==> src/rtl/demux_1x4_stream_if.sv <==
// demux_1x4_stream_if: producer-side and four consumer-side valid/ready signals of the 1-to-4 demux
interface demux_1x4_stream_if #(
  parameter int WIDTH = 8,
  parameter int CNT_W = 8
);
  logic               in_valid;
  logic               in_ready;
  logic [WIDTH-1:0]   in_data;
  logic [1:0]         in_sel;
  logic [3:0]         out_valid;
  logic [3:0]         out_ready;
  logic [4*WIDTH-1:0] out_data;
  logic [4*CNT_W-1:0] out_cnt;
  modport master (
    output in_valid, in_data, in_sel, out_ready,
    input  in_ready, out_valid, out_data, out_cnt
  );
  modport slave (
    input  in_valid, in_data, in_sel, out_ready,
    output in_ready, out_valid, out_data, out_cnt
  );
endinterface

==> src/rtl/demux_1x4_stream.sv <==
// demux_1x4_stream: routes a valid/ready stream to one of four channels, each with a one-entry holding stage and a delivered-beat counter
module demux_1x4_stream #(
  parameter int WIDTH = 8,
  parameter int CNT_W = 8
) (
  input logic               clk,
  input logic               rst_n,
  demux_1x4_stream_if.slave s
);
  typedef enum logic {EMPTY, FULL} state_t;
  state_t           st     [4];
  logic [WIDTH-1:0] data_q [4];
  logic [CNT_W-1:0] cnt_q  [4];
  logic [3:0]       load;
  assign s.in_ready = ~s.out_valid[s.in_sel] | s.out_ready[s.in_sel];
  assign load = (s.in_valid & s.in_ready) ? 4'b0001 << s.in_sel : 4'b0000;
  for (genvar k = 0; k < 4; k++) begin : g_ch
    // a load wins over a drain, so a draining channel reloads without a bubble
    always_ff @(posedge clk or negedge rst_n)
      if (!rst_n) begin
        st[k]     <= EMPTY;
        data_q[k] <= '0;
        cnt_q[k]  <= '0;
      end else begin
        if (load[k]) begin
          st[k]     <= FULL;
          data_q[k] <= s.in_data;
        end else if (s.out_ready[k])
          st[k] <= EMPTY;
        if (s.out_valid[k] & s.out_ready[k])
          cnt_q[k] <= cnt_q[k] + 1'b1;
      end
    assign s.out_valid[k]                 = st[k] == FULL;
    assign s.out_data[k*WIDTH +: WIDTH]   = data_q[k];
    assign s.out_cnt[k*CNT_W +: CNT_W]    = cnt_q[k];
  end
endmodule

==> src/flat_wrapper.sv <==
// flat-port wrapper written by rule: the top's interface ports become plain ports
module demux_1x4_stream_flat 
#(
  parameter int WIDTH = 8,
  parameter int CNT_W = 8
)
  (clk, rst_n, s_in_valid, s_in_data, s_in_sel, s_out_ready, s_in_ready, s_out_valid, s_out_data, s_out_cnt);
  demux_1x4_stream_if #(.WIDTH(WIDTH), .CNT_W(CNT_W)) s_i ();
  input logic clk;
  input logic rst_n;
  input wire logic [$bits(s_i.in_valid)-1:0] s_in_valid;
  input wire logic [$bits(s_i.in_data)-1:0] s_in_data;
  input wire logic [$bits(s_i.in_sel)-1:0] s_in_sel;
  input wire logic [$bits(s_i.out_ready)-1:0] s_out_ready;
  output wire logic [$bits(s_i.in_ready)-1:0] s_in_ready;
  output wire logic [$bits(s_i.out_valid)-1:0] s_out_valid;
  output wire logic [$bits(s_i.out_data)-1:0] s_out_data;
  output wire logic [$bits(s_i.out_cnt)-1:0] s_out_cnt;
  assign s_i.in_valid = s_in_valid;
  assign s_i.in_data = s_in_data;
  assign s_i.in_sel = s_in_sel;
  assign s_i.out_ready = s_out_ready;
  assign s_in_ready = s_i.in_ready;
  assign s_out_valid = s_i.out_valid;
  assign s_out_data = s_i.out_data;
  assign s_out_cnt = s_i.out_cnt;
  demux_1x4_stream #(.WIDTH(WIDTH), .CNT_W(CNT_W)) u_core (.clk(clk), .rst_n(rst_n), .s(s_i));
endmodule
==> config.mk <==
export PLATFORM = sky130hd
export DESIGN_NAME = demux_1x4_stream_flat
export DESIGN_NICKNAME = d
export VERILOG_FILES = /design/src/rtl/demux_1x4_stream_if.sv /design/src/rtl/demux_1x4_stream.sv /design/src/flat_wrapper.sv
export SDC_FILE = /design/constraint.sdc
export NUM_CORES = 1
export LEC_CHECK = 0
export ABC_AREA = 1
export CORE_ASPECT_RATIO = 2
export CORE_UTILIZATION = 43
export DETAILED_ROUTE_END_ITERATION = 8
export PLACE_DENSITY = 0.79
export SLEW_MARGIN = 20
export SYNTH_ARGS = -nofsm -noshare
export SYNTH_HDL_FRONTEND = slang
export SYNTH_SLANG_ARGS = --single-unit
==> constraint.sdc <==
create_clock -name clk -period 1.7 [get_ports clk]
set_input_delay 0.51 -clock clk [delete_from_list [all_inputs] [get_ports clk]]
set_output_delay 0.51 -clock clk [all_outputs]
set_load 0.1 [all_outputs]
Yosys cells after proc, flatten, opt, wreduce, memory -nomap -nowiden

Cells that the tools add are included.

Word-level logic and storage cells: 42
Register bits after elaboration: 68
Input port bits: 17
Output and inout port bits: 69

Reduce and logical (&&, ||, !) cells: 4
Add/sub/neg operators: 4
Bitwise operators: 7
Mux-type cells: 13
Shift-type cells: 1
Magnitude comparators: 1

Operator list:

| operator            | count |
|---|---|
| $add 8x1->8 const B | 4 |
| $mux 1              | 10 |
| $reduce_bool 2->1   | 4 |
| $and 1x1->1         | 5 |
| $bmux 1 s2          | 2 |
| $mux 4              | 1 |
| $shl 1x2->4 const A | 1 |
| $lt 2x3->1 const B  | 1 |
| $not 1->1           | 1 |
| $or 1x1->1          | 1 |

Longest topological paths before layout

Depth after elaboration: 7
Mapped depth: 10
Mapped depth without buffers: 9

Least setup slack after synthesis

No wires, ideal clock.

Path type: reg-to-output
From: reg u_core.st, in the netlist u_core.s.out_valid[3]
To: out s_in_ready
Arrival time: 1.598 ns
Cell stages (with the launch flop): 7
Buffers on the path: 1
Setup slack: -0.408 ns
Required time: 1.190 ns
Path through: dfrtp_1 -> nand2_1 -> nand2_1 -> nand2_1 -> nand2_2 -> nand2_8 -> buf_8

Longest elaborated chain between the ends: 4

RTL lines:

| item                            | line                   | source |
|---|---|---|
| start, declared                 | demux_1x4_stream.sv:11 | `state_t st [4];` |
| start signal, assigned by index | demux_1x4_stream.sv:21 | `st[k] <= EMPTY;` |
| start signal, assigned by index | demux_1x4_stream.sv:26 | `st[k] <= FULL;` |
| start signal, assigned by index | demux_1x4_stream.sv:29 | `st[k] <= EMPTY;` |
| $bmux 1 s2                      | demux_1x4_stream.sv:15 | `assign s.in_ready = ~s.out_valid[s.in_sel] \| s.out_ready[s.in_sel];` |
| $mux 1 (not written as such)    | demux_1x4_stream.sv:15 |  |
| $not 1->1                       | demux_1x4_stream.sv:15 |  |
| $or 1x1->1                      | demux_1x4_stream.sv:15 |  |
| end, declared                   | flat_wrapper.sv:15     | `output wire logic [$bits(s_i.in_ready)-1:0] s_in_ready;` |

Every way passes these cells. The select of a mux whose other input is x is not followed.

Worst setup path in the final report

From: in s_out_ready[2]
To: out s_in_ready

Longest elaborated chain between the ends: 3

RTL lines:

| item                         | line                   | source |
|---|---|---|
| start, declared              | flat_wrapper.sv:14     | `input wire logic [$bits(s_i.out_ready)-1:0] s_out_ready;` |
| $bmux 1 s2                   | demux_1x4_stream.sv:15 |  |
| $mux 1 (not written as such) | demux_1x4_stream.sv:15 |  |
| $or 1x1->1                   | demux_1x4_stream.sv:15 |  |

Every way passes these cells. The select of a mux whose other input is x is not followed.

==> summary.md <==
| Metric | Value |
|---|---|
| Fin crit period | `1.81 ns` |
| CP peak stage delay | `0.26 ns` |
| Fmax | `between 0.5 and 0.6 GHz` |
| Setup violations, final | `1` |
| CP Capture Type | `output port` |
| #FFs+latches synth | `68` |
| Fraction of layout cells with a size suffix above 1 | `between 30 and 40%` |
| Largest net degree at the start of global routing | `around 70` |
| Finished Layout Cells | `540` |
| Initial antenna violation count | `1` |
| Syn nets | `343` |
| Antenna Nets Post-Route | `0` |
| Worst Tran Pin Value | `~0.37 ns` |
| Commonest cells after routing, fill and taps aside | `nand2_1, buf_12, dfrtp_1` |
| Sequential cell area fraction in the yosys report | `approximately 55%` |
| Post-DP HPWL | `6290 um` |
| Width of the die | `about 62 um` |
| WL per Instance | `15.7 um` |
| Area delta synth->final | `70.8%` |
| CP Depth | `6` |
| Row Count | `43` |
| Fin util | `76.6%` |
| Critical R2R Launch | `u_core.s.out_valid[0]$_DFFE_PN0P_` |
| Initial Util | `approximately 45%` |
| Port Buffers | `85` |
| RSZ-0062 raised after global routing | `yes` |
| Netlist cell types | `26` |
| Number of remaining DRC errors | `0` |
| Post-synthesis cell area | `just over 3000 sq um` |
| Layout Nets | `between 400 and 500` |
| Vias in the first global route | `about 2900` |
| Slew Viols, Final | `0` |
| DR vias | `about 2700` |
| Hold_buf cts | `0` |
| Final Skew | `0.00679 ns` |
| Die Y | `between 100 and 150 um` |
| Design area | `roughly 5300 sq um` |
| Most common cell after layout, fill and taps aside | `nand2_1` |
| Drt first pass iters | `4` |
| Pwr Total | `about 0.010 W` |
| CTS Buffer Depth | `2` |
| Hold Path Class | `in -> async` |
| Die ar. | `around 7600 sq um` |
| Setup slack, reg-to-reg | `about 0.15 ns` |
| Reg2Reg Capture Point | `u_core.s.out_data[25]$_DFFE_PN0P_` |
| CP Class | `in -> out` |
| Routability cong. | `approximately 0.81` |
| P_leak | `around 2.6 nW` |
| # IOs | `86` |
| GRT overflow | `0` |
| Critical-path top delay cell | `dlygate4sd2_1` |
| Worst endpoint data arrival time | `between 1 and 1.5 ns` |
| Hold Vio Cnt, Final | `0` |
| Setup slack after layout | `-0.112 ns` |
| Top cells by area, synth | `dfrtp_1, nand2_1, nand4_1` |
| First-pass GRT wire length | `around 14000 um` |
| Syn Area/Cell | `around 9.7 sq um` |
| Total GRT Usage | `roughly 25%` |
| R2R cell count | `10` |
| H-tree depth | `3` |
| Worst setup SP type | `input pin` |
| Clock sink total | `68` |
| CTS tree | `yes` |
| Final hold slack | `between 0.15 and 0.2 ns` |
| YS warnings | `0` |
| Post-synthesis cell count | `322` |
| Synth top area share | `54.7%` |
| Period utilization | `107%` |
| Total Routed Length | `8480 um` |
| Outcome | `complete, but fails checks` |
| Req. time, crit path | `roughly 1.2 ns` |
| Failing checks | `negative setup slack` |
| Worst-path cell chain | `dlygate4sd2_1 > nand3_2 > nand2_2 > nor2_4 > nand2_8 > buf_12` |
| Root Buffer | `clkbuf_16` |
| Reg clk slew, reported paths | `0.05 ns` |
| Vias per cell | `slightly above 5` |
| Yosys top cell by area | `dfrtp_1` |
| First DRT Iteration DRCs | `about 170` |
| Core footprint | `around 7000 sq um` |
| Worst-skew pair later-pin latency | `roughly 0.33 ns` |
| Area after DPL | `between 4000 and 5000 sq um` |
| CP Buf/Inv Count | `2` |
| Max FO, Critical Path | `2` |
| Inserted Clock Buffers | `9` |
| Headroom to the max-slew limit | `75.5%` |
| Pwr per Cell Area | `between 1500 and 2000 nW/um^2` |
| Placed cell count | `517` |
| Max_cap viols | `0` |
| Largest vdd supply drop | `about 1.3 mV` |
| Cell family with the largest share of critical-path delay | `buffers and inverters` |
[final cells by class]
cell class,count,area [sq um]
Clock buffer,12,256
Sequential cell,68,1730
Clock inverter,4,47.5
Tap cell,90,113
Antenna cell,1,2.50
Fill cell,417,1630
Inverter,26,103
Timing Repair Buffer,120,1820
Multi-Input combinational cell,219,1240
[flip-flops by register name (all words and copies together), names as in the netlist]
signal and cells:
u_core.s.out_cnt 32, u_core.s.out_data 32, u_core.s.out_valid 4
[per-stage QoR]
| step | setup slack [ns] | TNS [ns] |
|---|---|---|
| after CTS | -0.137 | -0.137 |
| after detailed placement | -0.554 | -22.25 |
| after floorplan | -0.132 | -0.132 |
| after global placement | -0.514 | -19.16 |
| final | -0.112 | -0.112 |
| after global routing | -0.170 | -0.170 |
[cells in the mapped netlist]
library cell,n
nand3_1,9
xnor2_1,8
nor2_4,1
inv_2,1
nand4_1,35
inv_4,1
buf_8,3
nand3_2,1
dfrtp_1,68
clkinv_1,1
buf_2,4
nand3_4,4
nor2_1,9
nor3_1,4
ha_1,4
nand2_1,111
mux2_2,1
o21ai_0,6
xor2_1,17
nand2_2,4
nor2_8,1
buf_6,2
inv_1,23
nand3b_1,1
nand2_8,1
nor2_2,2
[repair_timing]
item,in CTS,in global routing
endpoints found under the setup margin,41,2
buffers inserted,8,0
pin swaps,8,10
gates resized for setup,24,5
[where the power goes]
group / switching [W] / total (W) / internal, W / leakage [nW]
clock: 0.000645 / 0.00185 / 0.00121 / 0.149
combinational: 0.00362 / 0.00550 / 0.00188 / 1.60
sequential: 0.000577 / 0.00263 / 0.00205 / 0.831
total: 0.00485 / 0.00999 / 0.00514 / 2.58
[worst max-delay path by stage]
stage | start | endpoint
CTS | s_in_sel[1] | s_in_ready
detailed placement | s_in_sel[1] | s_in_ready
floorplan | s_in_sel[1] | s_in_ready
finish | s_out_ready[2] | s_in_ready
global route | u_core.s.out_valid[3]$_DFFE_PN0P_ | s_in_ready
global placement | s_in_sel[1] | s_in_ready
[logic make-up (layout without fill, tap and decap cells)]
| family | Yosys count | count (layout) | synth area share (%) |
|---|---|---|---|
| DFF | 68 | 68 | 54.7 |
| other | 0 | 1 | 0 |
| adders and majority gates | 4 | 4 | 1.61 |
| AOI/OAI and AO/OA | 6 | 6 | 0.965 |
| muxes | 1 | 1 | 0.362 |
| xor gates and xnor gates | 25 | 25 | 7.04 |
| buffers and inverters | 35 | 162 | 6.03 |
| and+or+nand+nor | 183 | 183 | 29.3 |
[metal layers]
metal | vias up | track usage (%) | part of all wire, %
met4 | 0 | 17.2 | 4.5
met1 | 1320 | 22.9 | 33
li1 | 1295 | - | -
met5 | - | 0 | 0
met2 | 105 | 47.0 | 59
met3 | 26 | 4.74 | 3.7
Power figures use the tool's default switching activity.
